## src/rtl/recovery_rom_arbiter_if.sv

```systemverilog
// Core-side fetch ports and ROM-side port of the recovery ROM arbiter, bundled as one interface.
// slave is the arbiter's view; master is the view of the cores and ROM that surround it.
interface recovery_rom_arbiter_if #(
  parameter int ADDR_WIDTH = 32,
  parameter int DATA_WIDTH = 32
);
  logic                       lockstep_i;
  logic [1:0]                 req_i;
  logic [1:0][ADDR_WIDTH-1:0] addr_i;
  logic [1:0]                 gnt_o;
  logic [1:0]                 rvalid_o;
  logic [DATA_WIDTH-1:0]      rdata_o;
  logic                       rom_req_o;
  logic [ADDR_WIDTH-1:0]      rom_addr_o;
  logic [DATA_WIDTH-1:0]      rom_rdata_i;
  logic                       mismatch_o;
  logic                       desync_o;

  modport slave (
    input  lockstep_i, req_i, addr_i, rom_rdata_i,
    output gnt_o, rvalid_o, rdata_o, rom_req_o, rom_addr_o, mismatch_o, desync_o
  );

  modport master (
    output lockstep_i, req_i, addr_i, rom_rdata_i,
    input  gnt_o, rvalid_o, rdata_o, rom_req_o, rom_addr_o, mismatch_o, desync_o
  );
endinterface

```

## src/rtl/recovery_rom_arbiter.sv

```systemverilog
// Shares the recovery ROM between two cores: round-robin when independent, merged fetches in lockstep.
// Latency: grant and ROM strobe combinational; rvalid/rdata and mismatch/desync pulses 1 cycle later.
// Backpressure: cores hold req/addr until granted; responses cannot be stalled.
module recovery_rom_arbiter #(
  parameter int ADDR_WIDTH = 32,
  parameter int DATA_WIDTH = 32,
  parameter int LS_TIMEOUT = 8
) (
  input logic                   clk_i,
  input logic                   rst_i,
  recovery_rom_arbiter_if.slave bus
);

  localparam logic [0:0] IDLE    = 1'b0;
  localparam logic [0:0] LS_WAIT = 1'b1;

  localparam int            CW       = $clog2(LS_TIMEOUT + 1);
  localparam logic [CW-1:0] CNT_LAST = CW'(LS_TIMEOUT - 1);

  logic [0:0]    state_q, state_d;
  logic [CW-1:0] cnt_q, cnt_d, lone_cnt;
  logic          rr_q, rr_d;
  logic [1:0]    pend_q;
  logic          mismatch_q, mismatch_d;
  logic          desync_q, desync_d;

  logic [1:0] gnt, rr_pick;
  logic       both, lone, addr_eq, timeout;

  assign both     = &bus.req_i;
  assign lone     = ^bus.req_i;
  assign addr_eq  = (bus.addr_i[0] == bus.addr_i[1]);
  assign rr_pick  = rr_q ? 2'b10 : 2'b01;
  // Lone-cycle count only carries over while still waiting for the partner.
  assign lone_cnt = (state_q == LS_WAIT) ? cnt_q : '0;
  assign timeout  = (lone_cnt == CNT_LAST);

  always_comb begin
    gnt        = 2'b00;
    state_d    = IDLE;
    cnt_d      = '0;
    mismatch_d = 1'b0;
    desync_d   = 1'b0;
    if (!bus.lockstep_i) begin
      gnt = both ? rr_pick : bus.req_i;
    end else if (both) begin
      gnt        = addr_eq ? 2'b11 : rr_pick;
      mismatch_d = !addr_eq;
    end else if (lone) begin
      if (timeout) begin
        gnt      = bus.req_i;
        desync_d = 1'b1;
      end else begin
        state_d = LS_WAIT;
        cnt_d   = lone_cnt + CW'(1);
      end
    end
  end

  // A merged grant leaves the pointer alone; any single grant hands priority to the other core.
  always_comb begin
    case (gnt)
      2'b01:   rr_d = 1'b1;
      2'b10:   rr_d = 1'b0;
      default: rr_d = rr_q;
    endcase
  end

  assign bus.gnt_o      = gnt;
  assign bus.rom_req_o  = |gnt;
  assign bus.rom_addr_o = (gnt == 2'b10) ? bus.addr_i[1] : bus.addr_i[0];

  assign bus.rvalid_o   = pend_q;
  assign bus.rdata_o    = DATA_WIDTH'(bus.rom_rdata_i);
  assign bus.mismatch_o = mismatch_q;
  assign bus.desync_o   = desync_q;

  always_ff @(posedge clk_i) begin
    if (rst_i) begin
      state_q    <= IDLE;
      cnt_q      <= '0;
      rr_q       <= 1'b0;
      pend_q     <= 2'b00;
      mismatch_q <= 1'b0;
      desync_q   <= 1'b0;
    end else begin
      state_q    <= state_d;
      cnt_q      <= cnt_d;
      rr_q       <= rr_d;
      pend_q     <= gnt;
      mismatch_q <= mismatch_d;
      desync_q   <= desync_d;
    end
  end

endmodule

```

## src/flat_wrapper.sv

```systemverilog
// flat-port wrapper written by rule: the top's interface ports become plain ports
module recovery_rom_arbiter_flat 
#(
  parameter int ADDR_WIDTH = 32,
  parameter int DATA_WIDTH = 32,
  parameter int LS_TIMEOUT = 8
)
  (clk_i, rst_i, bus_lockstep_i, bus_req_i, bus_addr_i, bus_rom_rdata_i, bus_gnt_o, bus_rvalid_o, bus_rdata_o, bus_rom_req_o, bus_rom_addr_o, bus_mismatch_o, bus_desync_o);
  recovery_rom_arbiter_if #(.ADDR_WIDTH(ADDR_WIDTH), .DATA_WIDTH(DATA_WIDTH)) bus_i ();
  input logic clk_i;
  input logic rst_i;
  input wire logic [$bits(bus_i.lockstep_i)-1:0] bus_lockstep_i;
  input wire logic [$bits(bus_i.req_i)-1:0] bus_req_i;
  input wire logic [$bits(bus_i.addr_i)-1:0] bus_addr_i;
  input wire logic [$bits(bus_i.rom_rdata_i)-1:0] bus_rom_rdata_i;
  output wire logic [$bits(bus_i.gnt_o)-1:0] bus_gnt_o;
  output wire logic [$bits(bus_i.rvalid_o)-1:0] bus_rvalid_o;
  output wire logic [$bits(bus_i.rdata_o)-1:0] bus_rdata_o;
  output wire logic [$bits(bus_i.rom_req_o)-1:0] bus_rom_req_o;
  output wire logic [$bits(bus_i.rom_addr_o)-1:0] bus_rom_addr_o;
  output wire logic [$bits(bus_i.mismatch_o)-1:0] bus_mismatch_o;
  output wire logic [$bits(bus_i.desync_o)-1:0] bus_desync_o;
  assign bus_i.lockstep_i = bus_lockstep_i;
  assign bus_i.req_i = bus_req_i;
  assign bus_i.addr_i = bus_addr_i;
  assign bus_i.rom_rdata_i = bus_rom_rdata_i;
  assign bus_gnt_o = bus_i.gnt_o;
  assign bus_rvalid_o = bus_i.rvalid_o;
  assign bus_rdata_o = bus_i.rdata_o;
  assign bus_rom_req_o = bus_i.rom_req_o;
  assign bus_rom_addr_o = bus_i.rom_addr_o;
  assign bus_mismatch_o = bus_i.mismatch_o;
  assign bus_desync_o = bus_i.desync_o;
  recovery_rom_arbiter #(.ADDR_WIDTH(ADDR_WIDTH), .DATA_WIDTH(DATA_WIDTH), .LS_TIMEOUT(LS_TIMEOUT)) u_core (.clk_i(clk_i), .rst_i(rst_i), .bus(bus_i));
endmodule
```

## config.mk

```make
export PLATFORM = sky130hd
export DESIGN_NAME = recovery_rom_arbiter_flat
export DESIGN_NICKNAME = d
export VERILOG_FILES = /design/src/rtl/recovery_rom_arbiter_if.sv /design/src/rtl/recovery_rom_arbiter.sv /design/src/flat_wrapper.sv
export SDC_FILE = /design/constraint.sdc
export NUM_CORES = 1
export LEC_CHECK = 0
export CAP_MARGIN = 15
export CORE_MARGIN = 2
export CORE_UTILIZATION = 27
export DETAILED_ROUTE_END_ITERATION = 10
export PLACE_DENSITY = 0.82
export SYNTH_ARGS = -nofsm -noshare
export SYNTH_HDL_FRONTEND = slang
export SYNTH_SLANG_ARGS = --single-unit
```

## constraint.sdc

```tcl
create_clock -name clk_i -period 3.8 [get_ports clk_i]
set_input_delay 0.76 -clock clk_i [delete_from_list [all_inputs] [get_ports clk_i]]
set_output_delay 0.76 -clock clk_i [all_outputs]
set_load 0.005 [all_outputs]
```

==> results summary <==
The final setup skew came out at approximately 2.0 ps. With fillers left out, the area of the finished cells amounts to 2520 sq um. The cell taking the most area after synthesis is sky130_fd_sc_hd__mux2_2.

The mapped netlist covers 1430 sq um. Ranked by total cell area, the synthesized netlist is headed by sky130_fd_sc_hd__mux2_2, sky130_fd_sc_hd__xnor2_1, sky130_fd_sc_hd__buf_4. Counting every sink on the clock net gives 10.

The number of port buffers is roughly 110. The critical setup path kind is input port to primary output. The routability-driven placement congestion ratio is between 0.7 and 0.8. The final period demand of the worst path is 3670 ps. The number of levels the H-tree was split into came out at 1.

The clock-pin slew reported for the worst setup and hold paths after clock tree synthesis came out at 50 ps. The die width is 76.7 um. The number of nets produced by synthesis is 264. The fraction of the yosys area taken by sequential cells came out at 0.140.

The global route total overflow came out at 0. The count of nets left with antenna violations once routing finished came out at 0. The count of vias placed by the detailed router is between 1,000 and 1,500.

The number of register bits inferred by synthesis is 10. The initial DRC count is 20. The clock insertion delay at the later pin of the skew report is 230 ps. The dominant register cell in the synthesized netlist is sky130_fd_sc_hd__dfxtp_1.

In the finished design, the share of the clock period the worst path needs comes to 0.965. The number of max-capacitance violations reported came out at 0. In the final routed layout, each cell accounts on average for 14.0 um. The number of slew-limit violations in the final report is 0.

The cell sitting at the root of the clock tree is a sky130_fd_sc_hd__clkbuf_8. The hold slack is 526 ps. The overall track demand over capacity in global routing is 0.151. Once layout is complete, the utilization of the core stands at 0.493. The placeable core region came out at 5110 sq um. The endpoint required time on the critical path came out at just over 3000 ps. The proportion of synthesized flip-flops having asynchronous set or reset came out at 0.

In this run the mean area of a mapped cell was 8.97 sq um. The count of nets after finishing came out at between 300 and 400. The worst max-slew margin expressed relative to the limit came out at 0.804. The leakage power summed over all cells is 1.12 nW. Adding up every negative setup slack in the final design gives 0 ps. For this design the ratio of total power to cell area is 206 nW/um^2. The number of antenna cells inserted is 0. In this run the worst path has a maximum fanout of 5. The number of library cell types mapped by synthesis came out at 25. The count of endpoints failing setup in the final report came out at 0.

The number of antenna violations at the first check in global routing is 0. The half-perimeter wire length after placement is ~3600 um. Timing would allow up to approximately 0.27 GHz.

Leaving out fill and tap cells, the most frequent cell in the layout is sky130_fd_sc_hd__dlygate4sd2_1. The placed instances occupy a cell area of approximately 2400 sq um. In the layout the commonest cells are sky130_fd_sc_hd__dlygate4sd2_1, sky130_fd_sc_hd__mux2_2, sky130_fd_sc_hd__clkbuf_2. The maximum buffer depth of the clock tree is 2. The hold buffer count at cts came out at 0.

The TritonCTS buffer count is 3. The worst hold-check path type is flip-flop to flip-flop. During synthesis, Yosys emitted a total of 0 warnings. Setup repair after global routing left no endpoint under its margin. For the worst setup path, the data arrival time is 2910 ps. The area share of the leading cell type in the synthesized netlist is 0.261. The flow ran to the end, and the final reports show no timing, DRC or antenna violations. For this run, the detailed router's first-pass iteration total came to 4. The y dimension of the die came out at 76.7 um.

The count of flip-flops with a built-in enable after synthesis came out at 0. The share of cells above drive strength 1 is 0.415. The worst setup path is launched from an input port. TritonCTS built the clock tree. The number of global-route vias before repair is 1,479. The maximum number of pins on one net before global-route repair came out at 10. The remaining routing DRC violations is 0. The first-pass GRT wire length came out at 7310 um. The growth of design area from synthesis to finish came out at 76.4%.

The final number of hold-violating endpoints is 0. The synthesized instance count came out at 159. The initial cell density of the core is 0.279.

The number of rows in the core area came out at 26. The maximum VDD drop came out at 0.122 mV. For this design, the slowest cell found on the critical path is sky130_fd_sc_hd__nor4_4. STA classifies the critical path endpoint as a primary output.

The signal on the critical path passes through dlygate4sd2_1 -> xnor2_1 -> nand4_1 -> nor4_4 -> nand2_4 -> o21a_4 -> ha_4 -> buf_12 -> buf_12 -> mux2_4 -> buf_6. Among the stages of the critical path, the cell type that occurs most often is sky130_fd_sc_hd__buf_12. The wire length after detailed routing is 4580 um. In this run the count of I/O pins placed on the die edge is roughly 170. The slew at the pin with the worst max-slew slack came out at 292 ps. The via density per instance came out at 4.46. The die area is 5880 sq um. The delay of the slowest critical-path stage is 390 ps.
cell type report:
| class | instances | area, sq um |
|---|---|---|
| multi-input cells | 111 | 1050 |
| inverters | 2 | 7.51 |
| repair buffers | 131 | 1120 |
| clock buffers | 4 | 55.1 |
| flip-flops and latches | 10 | 200 |
| fillers | 537 | 2590 |
| well taps | 70 | 87.6 |
routing by layer:
| metal | share of wire | vias up | GRT usage | routed length [um] |
|---|---|---|---|---|
| met2 | 0.50 | 86 | 0.255 | 2290 |
| met5 | 0 | - | 0 | 0 |
| li1 | - | 720 | - | - |
| met1 | 0.42 | 650 | 0.198 | 1910 |
| met4 | 0.010 | 0 | 0.0291 | 46 |
| met3 | 0.071 | 6 | 0.0318 | 327 |
logic make-up after synthesis:
| logic type | after synthesis | share of synthesized area |
|---|---|---|
| compound gates | 10 | 0.0421 |
| xor+xnor | 34 | 0.209 |
| mux | 33 | 0.261 |
| simple gates | 30 | 0.126 |
| flops | 10 | 0.140 |
| fa+ha+maj | 4 | 0.0351 |
| buf+inv | 38 | 0.187 |
flip-flops by register name, indices dropped and copies added, names as in the netlist:
register	flops
u_core.bus.mismatch_o	1
u_core.state_q	1
u_core.cnt_q	4
u_core.rr_q	1
u_core.bus.desync_o	1
u_core.bus.rvalid_o	2
worst paths after layout:
check	slack, ps	cells past startpoint	to	start
min reg2reg	530	1	u_core.cnt_q[3]	u_core.state_q
max	130	11	bus_rom_addr_o[22]	bus_addr_i[46]
min	530	1	u_core.cnt_q[3]	u_core.state_q
max reg2reg	1490	13	u_core.rr_q	u_core.state_q
worst max-delay path, delay by kind of cell:
family | cells | cell delay, ps
mux | 1 | 290
xor+xnor | 1 | 150
buf+inv | 4 | 640
compound gates | 1 | 220
fa+ha+maj | 1 | 170
simple gates | 3 | 680
per-stage QoR:
stage	cells	total power, mW	setup slack, ps
5_1_grt	328	0.550	2.59
3_3_place_gp	314	0.395	-452
3_5_place_dp	314	0.397	-494
2_1_floorplan	159	0.245	429
4_1_cts	325	0.528	4.32
6_report	328	0.519	135
repair_timing:
item / CTS / global route
pin swaps: 25 / 13
cloned: 2 / 1
resized for setup: 152 / 43
buffers inserted: 5 / 2
setup endpoints to repair: 33 / 33
where the power goes:
part	switching, mW	total [mW]	internal, mW
logic	0.102	0.275	0.173
registers	0.00259	0.112	0.110
clock network	0.0406	0.132	0.0910
synthesized netlist by cell type (2+ instances only):
library cell and instances:
sky130_fd_sc_hd__xnor2_1 33, sky130_fd_sc_hd__o21ai_1 3, sky130_fd_sc_hd__mux2_2 33, sky130_fd_sc_hd__nor2b_1 3, sky130_fd_sc_hd__buf_2 3, sky130_fd_sc_hd__o21a_1 2
sky130_fd_sc_hd__nand2_1 3, sky130_fd_sc_hd__a21oi_1 2, sky130_fd_sc_hd__nor4_2 2, sky130_fd_sc_hd__nor2_1 5, sky130_fd_sc_hd__nand3_1 2, sky130_fd_sc_hd__inv_1 2
sky130_fd_sc_hd__dfxtp_1 10, sky130_fd_sc_hd__buf_4 32, sky130_fd_sc_hd__ha_1 4, sky130_fd_sc_hd__nand4_1 8, sky130_fd_sc_hd__o22ai_1 2, sky130_fd_sc_hd__and2_1 3
(Power assumes the default switching activity.)
